==> config.mk <==
export PLATFORM = sky130hd
export DESIGN_NAME = traffic_gen_mc_flat
export DESIGN_NICKNAME = d
export VERILOG_FILES = /design/src/rtl/traffic_gen_mc_if.sv /design/src/rtl/traffic_gen_mc.sv /design/src/flat_wrapper.sv
export SDC_FILE = /design/constraint.sdc
export NUM_CORES = 1
export LEC_CHECK = 0
export BUFFER_PORTS_ARGS = -buffer_cell sky130_fd_sc_hd__buf_2
export CORE_ASPECT_RATIO = 0.7
export CORE_MARGIN = 2
export CORE_UTILIZATION = 50
export CTS_BUF_LIST = sky130_fd_sc_hd__clkbuf_8
export CTS_CLUSTER_DIAMETER = 50
export CTS_CLUSTER_SIZE = 24
export DETAILED_ROUTE_END_ITERATION = 10
export GPL_TIMING_DRIVEN = 0
export HOLD_SLACK_MARGIN = 0.12
export PLACE_DENSITY = 0.73
export REMOVE_ABC_BUFFERS = 1
export SYNTH_ARGS = -nofsm -noshare
export SYNTH_HDL_FRONTEND = slang
export SYNTH_SLANG_ARGS = --single-unit
==> constraint.sdc <==
create_clock -name clk -period 2.3 [get_ports clk]
set_input_delay 0.23 -clock clk [delete_from_list [all_inputs] [get_ports clk]]
set_output_delay 0.23 -clock clk [all_outputs]
set_load 0.005 [all_outputs]
==> src/rtl/traffic_gen_mc_if.sv <==
// NoC local-port bundle between a traffic_gen_mc endpoint and its router.
//   o_transmit : endpoint -> router, injection request
//   i_send     : router -> endpoint, injection grant
//   o_flit     : endpoint -> router, outgoing flit (registered in the endpoint)
//   i_flit     : router -> endpoint, incoming flit
//   o_rec_ack  : endpoint -> router, sink ready
// Signal names are seen from the endpoint; the master modport is the endpoint side.
interface traffic_gen_mc_if #(
  parameter int unsigned FLIT_W = 32
);
  logic              o_transmit;
  logic              i_send;
  logic [FLIT_W-1:0] o_flit;
  logic [FLIT_W-1:0] i_flit;
  logic              o_rec_ack;

  modport master (
    output o_transmit,
    output o_flit,
    output o_rec_ack,
    input  i_send,
    input  i_flit
  );

  modport slave (
    input  o_transmit,
    input  o_flit,
    input  o_rec_ack,
    output i_send,
    output i_flit
  );
endinterface

==> src/rtl/traffic_gen_mc.sv <==
// NoC endpoint traffic generator and sink.
// Generator: builds head/body/tail packets, requests injection (noc.o_transmit), waits for the
// grant (noc.i_send) and then streams PKT_LEN flits back to back on noc.o_flit. Destination is
// fixed, a row-major sweep, or LFSR-random (i_mode). Sink: checks noc.i_flit framing and
// destination, counts complete packets and keeps sticky error flags.
// Ports:
//   clk, reset            : clock, synchronous active-high reset
//   i_start               : enable injection
//   i_mode                : 0 fixed, 1 sweep, 2 random, 3 as fixed
//   i_dest_x, i_dest_y    : fixed-mode destination
//   noc                   : local-port bundle (master side)
//   o_sent_pkts/rcvd_pkts : packet counters
//   o_err                 : sticky errors, [0] framing, [1] address
//   o_done                : NUM_PKTS packets sent
module traffic_gen_mc #(
  parameter int unsigned FLIT_W     = 32,
  parameter int unsigned ADDR_W     = 2,
  parameter int unsigned MESH_X     = 4,
  parameter int unsigned MESH_Y     = 4,
  parameter int unsigned MY_X       = 0,
  parameter int unsigned MY_Y       = 0,
  parameter int unsigned BODY_COUNT = 2,
  parameter int unsigned NUM_PKTS   = 1000,
  parameter int unsigned INJ_GAP    = 0,
  parameter logic [15:0] LFSR_SEED  = 16'hACE1
) (
  input  logic              clk,
  input  logic              reset,
  input  logic              i_start,
  input  logic [1:0]        i_mode,
  input  logic [ADDR_W-1:0] i_dest_x,
  input  logic [ADDR_W-1:0] i_dest_y,
  traffic_gen_mc_if.master  noc,
  output logic [15:0]       o_sent_pkts,
  output logic [15:0]       o_rcvd_pkts,
  output logic [1:0]        o_err,
  output logic              o_done
);

  localparam int unsigned PktLast = BODY_COUNT + 1;  // index of the tail flit
  localparam int unsigned TypeHi  = FLIT_W - 2;
  localparam int unsigned HdrHi   = FLIT_W - 4;      // {dst_x, dst_y, src_x, src_y}
  localparam int unsigned DyHi    = HdrHi - ADDR_W;
  localparam logic [ADDR_W-1:0] MyX = ADDR_W'(MY_X);
  localparam logic [ADDR_W-1:0] MyY = ADDR_W'(MY_Y);
  localparam logic [1:0] TypHead = 2'b01;
  localparam logic [1:0] TypBody = 2'b10;
  localparam logic [1:0] TypTail = 2'b11;

  typedef enum logic [1:0] {StIdle, StReq, StSend, StGap} state_e;

  state_e            state_q, state_d;
  logic [FLIT_W-1:0] flit_q, flit_d;
  logic [8:0]        idx_q, idx_d;     // index of the flit currently on o_flit
  logic [15:0]       gap_q, gap_d;
  logic [15:0]       sent_q, sent_d;
  logic [15:0]       rcvd_q, rcvd_d;
  logic [15:0]       cyc_q, cyc_d;
  logic [15:0]       lfsr_q, lfsr_d;
  logic [1:0]        err_q, err_d;
  logic              open_q, open_d;
  logic [ADDR_W-1:0] ptr_x_q, ptr_x_d, ptr_y_q, ptr_y_d;
  logic [ADDR_W-1:0] dst_x_q, dst_x_d, dst_y_q, dst_y_d;

  logic                done;
  logic [15:0]         lfsr_step;
  logic [2*ADDR_W-1:0] sw_first, sw_next;  // {y, x}
  logic [ADDR_W-1:0]   rnd_x, rnd_y;
  logic                unused_flit;

  function automatic logic [FLIT_W-1:0] mk_flit(logic [1:0] typ, logic [4*ADDR_W-1:0] hdr,
                                                logic [15:0] low);
    logic [FLIT_W-1:0] f;
    f                    = '0;
    f[FLIT_W-1]          = 1'b1;
    f[TypeHi -: 2]       = typ;
    f[HdrHi -: 4*ADDR_W] = hdr;
    f[15:0]              = low;
    return f;
  endfunction

  // Row-major step of the sweep pointer, returns {y, x}.
  function automatic logic [2*ADDR_W-1:0] sweep_next(logic [ADDR_W-1:0] x, logic [ADDR_W-1:0] y);
    logic [ADDR_W-1:0] nx, ny;
    nx = x + 1'b1;
    ny = y;
    if (32'(x) + 32'd1 >= MESH_X) begin
      nx = '0;
      ny = (32'(y) + 32'd1 >= MESH_Y) ? '0 : y + 1'b1;
    end
    return {ny, nx};
  endfunction

  assign done      = (NUM_PKTS != 0) && (sent_q == 16'(NUM_PKTS));
  assign lfsr_step = {lfsr_q[14:0], lfsr_q[15] ^ lfsr_q[13] ^ lfsr_q[12] ^ lfsr_q[10]};
  assign sw_first  = sweep_next(ptr_x_q, ptr_y_q);
  // Own node is skipped by stepping once more.
  assign sw_next   = (sw_first == {MyY, MyX}) ?
                     sweep_next(sw_first[ADDR_W-1:0], sw_first[2*ADDR_W-1:ADDR_W]) : sw_first;

  always_comb begin
    rnd_x = lfsr_step[ADDR_W-1:0];
    rnd_y = lfsr_step[2*ADDR_W-1:ADDR_W];
    if (32'(rnd_x) >= MESH_X) rnd_x = rnd_x - ADDR_W'(MESH_X);
    if (32'(rnd_y) >= MESH_Y) rnd_y = rnd_y - ADDR_W'(MESH_Y);
    if (rnd_x == MyX && rnd_y == MyY) begin
      rnd_x = (32'(rnd_x) + 32'd1 >= MESH_X) ? '0 : rnd_x + 1'b1;
    end
  end

  // Generator next state. o_flit is registered, so each flit is built one cycle ahead.
  always_comb begin
    state_d = state_q;
    flit_d  = '0;
    idx_d   = idx_q;
    gap_d   = gap_q;
    sent_d  = sent_q;
    cyc_d   = cyc_q + 16'd1;
    lfsr_d  = lfsr_q;
    ptr_x_d = ptr_x_q;
    ptr_y_d = ptr_y_q;
    dst_x_d = dst_x_q;
    dst_y_d = dst_y_q;
    case (state_q)
      StIdle: begin
        if (i_start && !done) begin
          state_d = StReq;
          case (i_mode)
            2'd1: begin
              ptr_x_d = sw_next[ADDR_W-1:0];
              ptr_y_d = sw_next[2*ADDR_W-1:ADDR_W];
              dst_x_d = sw_next[ADDR_W-1:0];
              dst_y_d = sw_next[2*ADDR_W-1:ADDR_W];
            end
            2'd2: begin
              lfsr_d  = lfsr_step;
              dst_x_d = rnd_x;
              dst_y_d = rnd_y;
            end
            default: begin
              dst_x_d = i_dest_x;
              dst_y_d = i_dest_y;
            end
          endcase
        end
      end
      StReq: begin
        if (!i_start) begin
          state_d = StIdle;
        end else if (noc.i_send) begin
          state_d = StSend;
          idx_d   = '0;
          flit_d  = mk_flit(TypHead, {dst_x_q, dst_y_q, MyX, MyY}, sent_q);
        end
      end
      StSend: begin
        if (idx_q == 9'(PktLast)) begin
          sent_d  = sent_q + 16'd1;
          state_d = (INJ_GAP > 0) ? StGap : StIdle;
          gap_d   = 16'(INJ_GAP - 1);
        end else begin
          idx_d = idx_q + 9'd1;
          if (idx_q == 9'(PktLast - 1)) begin
            flit_d = mk_flit(TypTail, '0, cyc_q + 16'd1);  // counter value while tail is out
          end else begin
            flit_d = mk_flit(TypBody, '0, {sent_q[7:0], idx_q[7:0]});  // body k = flit k+1
          end
        end
      end
      StGap: begin
        if (gap_q == '0) state_d = StIdle;
        else             gap_d   = gap_q - 16'd1;
      end
      default: state_d = StIdle;
    endcase
  end

  // Sink: independent of the generator.
  always_comb begin
    err_d  = err_q;
    open_d = open_q;
    rcvd_d = rcvd_q;
    if (noc.i_flit[FLIT_W-1]) begin
      case (noc.i_flit[TypeHi -: 2])
        TypHead: begin
          if (open_q) err_d[0] = 1'b1;
          open_d = 1'b1;
          if (noc.i_flit[HdrHi -: ADDR_W] != MyX || noc.i_flit[DyHi -: ADDR_W] != MyY) begin
            err_d[1] = 1'b1;
          end
        end
        TypBody: begin
          if (!open_q) err_d[0] = 1'b1;
        end
        TypTail: begin
          if (!open_q) begin
            err_d[0] = 1'b1;
          end else begin
            open_d = 1'b0;
            rcvd_d = rcvd_q + 16'd1;
          end
        end
        default: err_d[0] = 1'b1;
      endcase
    end
  end

  always_ff @(posedge clk) begin
    if (reset) begin
      state_q <= StIdle;
      flit_q  <= '0;
      idx_q   <= '0;
      gap_q   <= '0;
      sent_q  <= '0;
      rcvd_q  <= '0;
      cyc_q   <= '0;
      lfsr_q  <= LFSR_SEED;
      err_q   <= '0;
      open_q  <= 1'b0;
      ptr_x_q <= '0;
      ptr_y_q <= '0;
      dst_x_q <= '0;
      dst_y_q <= '0;
    end else begin
      state_q <= state_d;
      flit_q  <= flit_d;
      idx_q   <= idx_d;
      gap_q   <= gap_d;
      sent_q  <= sent_d;
      rcvd_q  <= rcvd_d;
      cyc_q   <= cyc_d;
      lfsr_q  <= lfsr_d;
      err_q   <= err_d;
      open_q  <= open_d;
      ptr_x_q <= ptr_x_d;
      ptr_y_q <= ptr_y_d;
      dst_x_q <= dst_x_d;
      dst_y_q <= dst_y_d;
    end
  end

  assign noc.o_transmit = (state_q == StReq);
  assign noc.o_flit     = flit_q;
  assign noc.o_rec_ack  = 1'b1;  // the sink never stalls
  assign o_sent_pkts    = sent_q;
  assign o_rcvd_pkts    = rcvd_q;
  assign o_err          = err_q;
  assign o_done         = done;
  assign unused_flit    = ^noc.i_flit;

endmodule

==> src/flat_wrapper.sv <==
// flat-port wrapper written by rule: the top's interface ports become plain ports
module traffic_gen_mc_flat 
#(
  parameter int unsigned FLIT_W     = 32,
  parameter int unsigned ADDR_W     = 2,
  parameter int unsigned MESH_X     = 4,
  parameter int unsigned MESH_Y     = 4,
  parameter int unsigned MY_X       = 0,
  parameter int unsigned MY_Y       = 0,
  parameter int unsigned BODY_COUNT = 2,
  parameter int unsigned NUM_PKTS   = 1000,
  parameter int unsigned INJ_GAP    = 0,
  parameter logic [15:0] LFSR_SEED  = 16'hACE1
)
  (clk, reset, i_start, i_mode, i_dest_x, i_dest_y, o_sent_pkts, o_rcvd_pkts, o_err, o_done, noc_o_transmit, noc_o_flit, noc_o_rec_ack, noc_i_send, noc_i_flit);
  traffic_gen_mc_if #(.FLIT_W(FLIT_W)) noc_i ();
  input  logic clk;
  input  logic reset;
  input  logic i_start;
  input  logic [1:0] i_mode;
  input  logic [ADDR_W-1:0] i_dest_x;
  input  logic [ADDR_W-1:0] i_dest_y;
  output logic [15:0] o_sent_pkts;
  output logic [15:0] o_rcvd_pkts;
  output logic [1:0] o_err;
  output logic o_done;
  output wire logic [$bits(noc_i.o_transmit)-1:0] noc_o_transmit;
  output wire logic [$bits(noc_i.o_flit)-1:0] noc_o_flit;
  output wire logic [$bits(noc_i.o_rec_ack)-1:0] noc_o_rec_ack;
  input wire logic [$bits(noc_i.i_send)-1:0] noc_i_send;
  input wire logic [$bits(noc_i.i_flit)-1:0] noc_i_flit;
  assign noc_o_transmit = noc_i.o_transmit;
  assign noc_o_flit = noc_i.o_flit;
  assign noc_o_rec_ack = noc_i.o_rec_ack;
  assign noc_i.i_send = noc_i_send;
  assign noc_i.i_flit = noc_i_flit;
  traffic_gen_mc #(.FLIT_W(FLIT_W), .ADDR_W(ADDR_W), .MESH_X(MESH_X), .MESH_Y(MESH_Y), .MY_X(MY_X), .MY_Y(MY_Y), .BODY_COUNT(BODY_COUNT), .NUM_PKTS(NUM_PKTS), .INJ_GAP(INJ_GAP), .LFSR_SEED(LFSR_SEED)) u_core (.clk(clk), .reset(reset), .i_start(i_start), .i_mode(i_mode), .i_dest_x(i_dest_x), .i_dest_y(i_dest_y), .noc(noc_i), .o_sent_pkts(o_sent_pkts), .o_rcvd_pkts(o_rcvd_pkts), .o_err(o_err), .o_done(o_done));
endmodule
### Word level (Yosys, flattened, before mapping)

Cells that the tools add are included.

| operators by class | value |
|---|---|
| add/subtract/negate cells | 15 |
| order comparisons | 5 |
| equal/unequal tests | 21 |
| mux-type cells | 33 |
| bitwise logic cells | 3 |
| reductions and logical operators | 26 |

Operators with widths:

| kind | number |
|---|---|
| greater-or-equal comparator 32 x 3 -> 1 bit, second input constant | 5 |
| 2-to-1 mux 32 bit | 3 |
| case mux 32 bit (2 select lines) | 1 |
| adder 16 x 1 -> 16 bit, second input constant | 3 |
| 2-to-1 mux 16 bit | 2 |
| case mux 16 bit (2 select lines) | 1 |
| 2-to-1 mux 30 bit | 1 |
| 2-to-1 mux 9 bit | 3 |
| 2-to-1 mux 2 bit | 13 |
| == test 9 x 2 -> 1 bit, second input constant | 2 |
| case mux 9 bit (2 select lines) | 1 |
| AND reduction 3 bit | 6 |
| == test 16 x 10 -> 1 bit, second input constant | 1 |
| logical NOT 16 bit | 1 |
| subtractor 16 x 1 -> 16 bit, second input constant | 1 |
| adder 2 x 1 -> 3 bit, second input constant | 5 |
| adder 2 x 1 -> 2 bit, second input constant | 5 |
| == test 2 bit, second input constant | 5 |
| != test 2 x 1 -> 1 bit, second input constant | 5 |
| nonzero test 2 bit | 5 |
| adder 9 x 1 -> 9 bit, second input constant | 1 |
| != test 2 bit, second input constant | 4 |
| case mux 2 bit (2 select lines) | 2 |
| case mux 2 bit (4 select lines) | 1 |
| 14 further kinds | 26 |

| storage, ports and cells | value |
|---|---|
| bits in registers | 134 |
| bits of input ports | 42 |
| output and inout port bits | 69 |
| word-level logic and storage cells | 118 |

### Depth between registers and ports, before layout

| logic depth | value |
|---|---|
| depth in word-level cells | 10 |
| mapped depth | 10 |
| mapped depth without buffers | 9 |

### Worst setup path before layout

No wires, ideal clock.

| path | value |
|---|---|
| kind | register -> register |
| start | register u_core.ptr_x_q[0] |
| end | register u_core.dst_y_q[1] |
| library setup time | 0.070 ns |
| arrival time | 1.976 ns |
| required time | 2.230 ns |
| path slack | 0.253 ns |
| cell stages (with the launch flop) | 11 |
| buffers on the path | 1 |
| period minus slack after synthesis | 2.047 ns |
| path through | dfxtp_1 > ha_1 > clkbuf_1 > nor3b_1 > a21oi_1 > ha_1 > nand3_1 > mux2i_1 > a221oi_1 > a211o_1 > a21oi_1 |

| between the ends | value |
|---|---|
| word-level cells in the longest chain between the ends | 9 |
| elaborated cells between the ends (all ways) | 15 |
| classes of those cells | add/sub (5); order compare (3); mux (6); reduce/logical (1) |

RTL lines:

| item | line | RTL |
|---|---|---|
| start: declaration | traffic_gen_mc.sv:62 | `logic [ADDR_W-1:0] ptr_x_q, ptr_x_d, ptr_y_q, ptr_y_d;` |
| start signal: assignment | traffic_gen_mc.sv:235 | `ptr_x_q <= ptr_x_d;` |
| adder 2 x 1 -> 3 bit | traffic_gen_mc.sv:87 | `if (32'(x) + 32'd1 >= MESH_X) begin` |
| greater-or-equal comparator 32 x 3 -> 1 bit | traffic_gen_mc.sv:87 |  |
| 2-to-1 mux 2 bit | traffic_gen_mc.sv:87 |  |
| adder 2 x 1 -> 3 bit | traffic_gen_mc.sv:89 | `ny = (32'(y) + 32'd1 >= MESH_Y) ? '0 : y + 1'b1;` |
| greater-or-equal comparator 32 x 3 -> 1 bit | traffic_gen_mc.sv:89 |  |
| 2-to-1 mux 2 bit | traffic_gen_mc.sv:89 |  |
| 2-to-1 mux 2 bit | traffic_gen_mc.sv:87 |  |
| 2-to-1 mux 4 bit (*) | traffic_gen_mc.sv:98 | `assign sw_next = (sw_first == {MyY, MyX}) ?` |
| case mux 2 bit (2 select lines) (*) | traffic_gen_mc.sv:128 | `case (i_mode)` |
| end signal: assignment | traffic_gen_mc.sv:238 | `dst_y_q <= dst_y_d;` |
| end: declaration | traffic_gen_mc.sv:63 | `logic [ADDR_W-1:0] dst_x_q, dst_x_d, dst_y_q, dst_y_d;` |

Mark *: on every way between the ends. The rest lies on a longest branch, timed or not.
A chain may end at the register's enable or synchronous reset.

### Worst setup path in the final report

| path | value |
|---|---|
| start | register u_core.idx_q[2] |
| end | register u_core.gap_q[14] |

| between the ends | value |
|---|---|
| word-level cells in the longest chain between the ends | 3 |

RTL lines:

| item | line | RTL |
|---|---|---|
| start: declaration | traffic_gen_mc.sv:54 | `logic [8:0] idx_q, idx_d;` |
| start signal: assignment | traffic_gen_mc.sv:227 | `idx_q <= idx_d;` |
| == test 9 x 2 -> 1 bit | traffic_gen_mc.sv:157 | `if (idx_q == 9'(PktLast)) begin` |
| != test 2 x 1 -> 1 bit (no line) | n/a |  |
| AND reduction 3 bit (no line) | n/a |  |
| end signal: assignment | traffic_gen_mc.sv:228 | `gap_q <= gap_d;` |
| end: declaration | traffic_gen_mc.sv:55 | `logic [15:0] gap_q, gap_d;` |

Every way passes these cells.

==> reports/metrics.csv <==
stage;metric;value;unit
logic_synthesis;ys.flop_type;dfxtp_1;
layout;final_cells;915;
die;core.rowCount;33;
logic_synthesis;synth_area;0.005871;mm2
global_route;track_usage;21.45;%
global_route;grt_pass1_vias;4575;
logic_synthesis;synth-seq-cells;125;
logic_synthesis;synth_top_area_share;42.63;%
setup_path;crit_slowest_cell;nor4b_4;
clocking;cts-root-buf;clkbuf_8;
clocking;cts_tree;built;
die;start_util;50.78;%
route;wl_per_cell;14.79;um
logic_synthesis;synth-seq-area-share;42.63;%
power_and_ir_drop;p_leak;2.792;nW
placement;portBuffers;75;
setup_path;path_cells;nor4b_4 > a31oi_4 > nor4_2 > xnor2_1 > a21oi_1;
clocking;cts_sinks;125;
placement;dp.cells;870;
power_and_ir_drop;pwr_density_cell;648.4;mW/mm2
route;post_drt_via_cell_ratio;5.502;
route;drt_pass1_iterations;5;
layout;final_net_count;805;
timing;period_share;95.26;%
global_route;grt_max_degree;85;
logic_synthesis;yosys_warnings;0;
layout;syn_to_final_growth;18.24;%
power_and_ir_drop;ir_drop;390.3;uV
setup_path;slowest_delay;620;ps
timing;final_max_slew_viol_count;0;
setup_path;crit_fanout;15;
logic_synthesis;ys_async_sr_fraction;0;%
timing;finalSetupViolations;0;
hold_path;min_path_type;in -> reg;
clocking;cts_made_buffers;17;
clocking;cts.clk_slew.worst_paths;70;ps
logic_synthesis;yosysMostFrequentCell;dfxtp_1;
setup_path;endpoint_kind;flip-flop;
setup_path;startpoint_type;flip-flop;
route;first_iter_violations;314;
setup_path;critical_path_class;reg -> reg;
logic_synthesis;yosys.area.top_type;dfxtp_1;
route;post-route-drc-count;0;
die;die-height;94.66;um
layout;num-fill-cells;1038;
timing;timing.final.hold_violations;0;
timing;fmax;456.4;MHz
logic_synthesis;syn_inst;671;
global_route;grt_pass1_wl;21.66;mm
route;ant_nets;0;
placement;gp_congestion;0.8597;
placement;dp_hpwl;9.157;mm
timing;post-route-min-period;2191;ps
clocking;clock_latency;440;ps
clocking;cts.path.max_buffers;2;
timing;max_slew_margin;50.36;%
timing;hold_slack;151.7;ps
timing;finClkSkew;11.37;ps
die;core_area;0.01156;mm2
setup_path;crit_required;2600;ps
timing;tightest_slew;743.7;ps
logic_synthesis;netlist_top_cells_count;125 x dfxtp_1, 98 x nor2_1, 45 x a21oi_1;
route;routed_wl;13.54;mm
logic_synthesis;avgSynthCellArea;8.749;um2
flow_run;drv_cap;0;
die;die_x;133.5;um
route;vias;5034;
logic_synthesis;synthDistinctLibCells;59;
die;dieArea;0.01264;mm2
global_route;grt-ovfl-total;0;
clocking;htreeDepth;4;
logic_synthesis;synth_edf_count;0;
setup_path;cp_data_arrival_time;2490;ps
logic_synthesis;synthTopCellsByArea;dfxtp_1 43%, nor2_1 6.3%, xnor2_1 5.8%;
global_route;antenna_found_initial;0;
die;num_io_pins;111;
layout;drive_gt1_share;20.34;%
outcome;outcome;completed;
## registers in the layout, indices dropped and copies added (netlist names), 9 cells and up
signal	count
u_core.lfsr_q	16
u_core.idx_q	9
u_core.cyc_q	16
u_core.o_rcvd_pkts	16
u_core.noc.o_flit	23
u_core.o_sent_pkts	16
u_core.gap_q	16
## area by class of cell
cell class              instances  area (um2)  area share, %
flip-flops and latches        125        2510          36.16
clock inverters                10       122.6          1.766
diodes                          1       2.502        0.03605
multi-input cells             487        3212          46.27
well taps                     157       196.4          2.830
repair buffers                 89       515.5          7.426
inverters                      25       93.84          1.352
clock buffers                  21       289.0          4.164
## final timing paths
kind                                   startpoint           endpoint  slack (ps)  cells past startpoint
worst max-delay path              u_core.idx_q[2]   u_core.gap_q[14]         110                      5
worst max register to register    u_core.idx_q[2]   u_core.gap_q[14]         110                      5
worst min register to register  u_core.dst_y_q[1]  u_core.dst_y_q[1]         460                      2
worst min-delay path                        reset    u_core.cyc_q[0]         150                      2
## power breakdown
part           internal, mW  switching, mW  leakage [nW]
Combinational         0.112          0.168          1.56
Sequential             2.20         0.0277          1.01
Clock                  1.16          0.834         0.223
Total                  3.47           1.03          2.79
## per-layer routing
layer  vias up  wire length, um  track usage [%]
li1       2467                -                -
met2       151             6284            33.33
met1      2396             6288            28.22
met5         -                0                0
met3        20              738            5.958
met4         0              224            9.220
## layout by cell type, fill, tap and decap left out, types with 4 or more instances in the layout
cell type	n
a21oi_1	44
nand3_1	16
nor3_1	29
xor2_1	22
conb_1	10
a32oi_1	6
dfxtp_1	121
a22oi_1	4
buf_4	9
mux2i_1	14
nand2_1	37
buf_2	74
and3_1	10
inv_1	29
and4_1	5
dlygate4sd3_1	5
nor4b_2	7
ha_1	15
xnor2_1	39
and2_1	5
nand4_1	21
or3_1	10
clkbuf_8	21
nor2_1	95
nor4_1	4
o21ai_0	25
nand2b_1	5
## critical path, delay by kind of cell (launching register included)
family                    cells  cell delay [ps]
AOI/OAI and AO/OA             2              420
DFF                           1              440
and+or+nand+nor               2             1020
xor gates and xnor gates      1              170
## through the flow
step | utilization, % | worst slack [ps] | setup TNS, ps | cell area (um2) | total power [mW]
3_5_place_dp | 54.27 | -476.2 | -16560 | 6275 | 2.529
5_1_grt | 60.02 | -20.63 | -20.63 | 6939 | 4.665
2_1_floorplan | - | 108.2 | 0 | 5673 | 2.429
3_3_place_gp | 54.02 | -665.8 | -19670 | 6245 | 2.512
4_1_cts | 59.04 | 1.970 | 0 | 6825 | 4.525
6_report | 60.04 | 109.0 | 0 | 6942 | 4.501
## kinds of logic (layout without fill, tap and decap cells)
group | after synthesis | in the layout | synth area share (%)
flops | 125 | 125 | 42.63
fa+ha+maj | 18 | 18 | 3.836
mux | 17 | 17 | 2.962
xor+xnor | 61 | 61 | 9.101
simple gates | 275 | 275 | 24.64
compound gates | 106 | 106 | 11.23
other cells | 2 | 11 | 0.1279
buf+inv | 67 | 145 | 5.477
## what timing repair did
item	4_1_cts	5_1_grt
setup buffers	3	5
setup endpoints to repair	76	48
resized for setup	14	18
hold buffers	5	0
gates cloned	0	0
pin swaps	2	3
hold endpoints to repair	4	0
No activity file was read; power rests on OpenSTA's default activity.
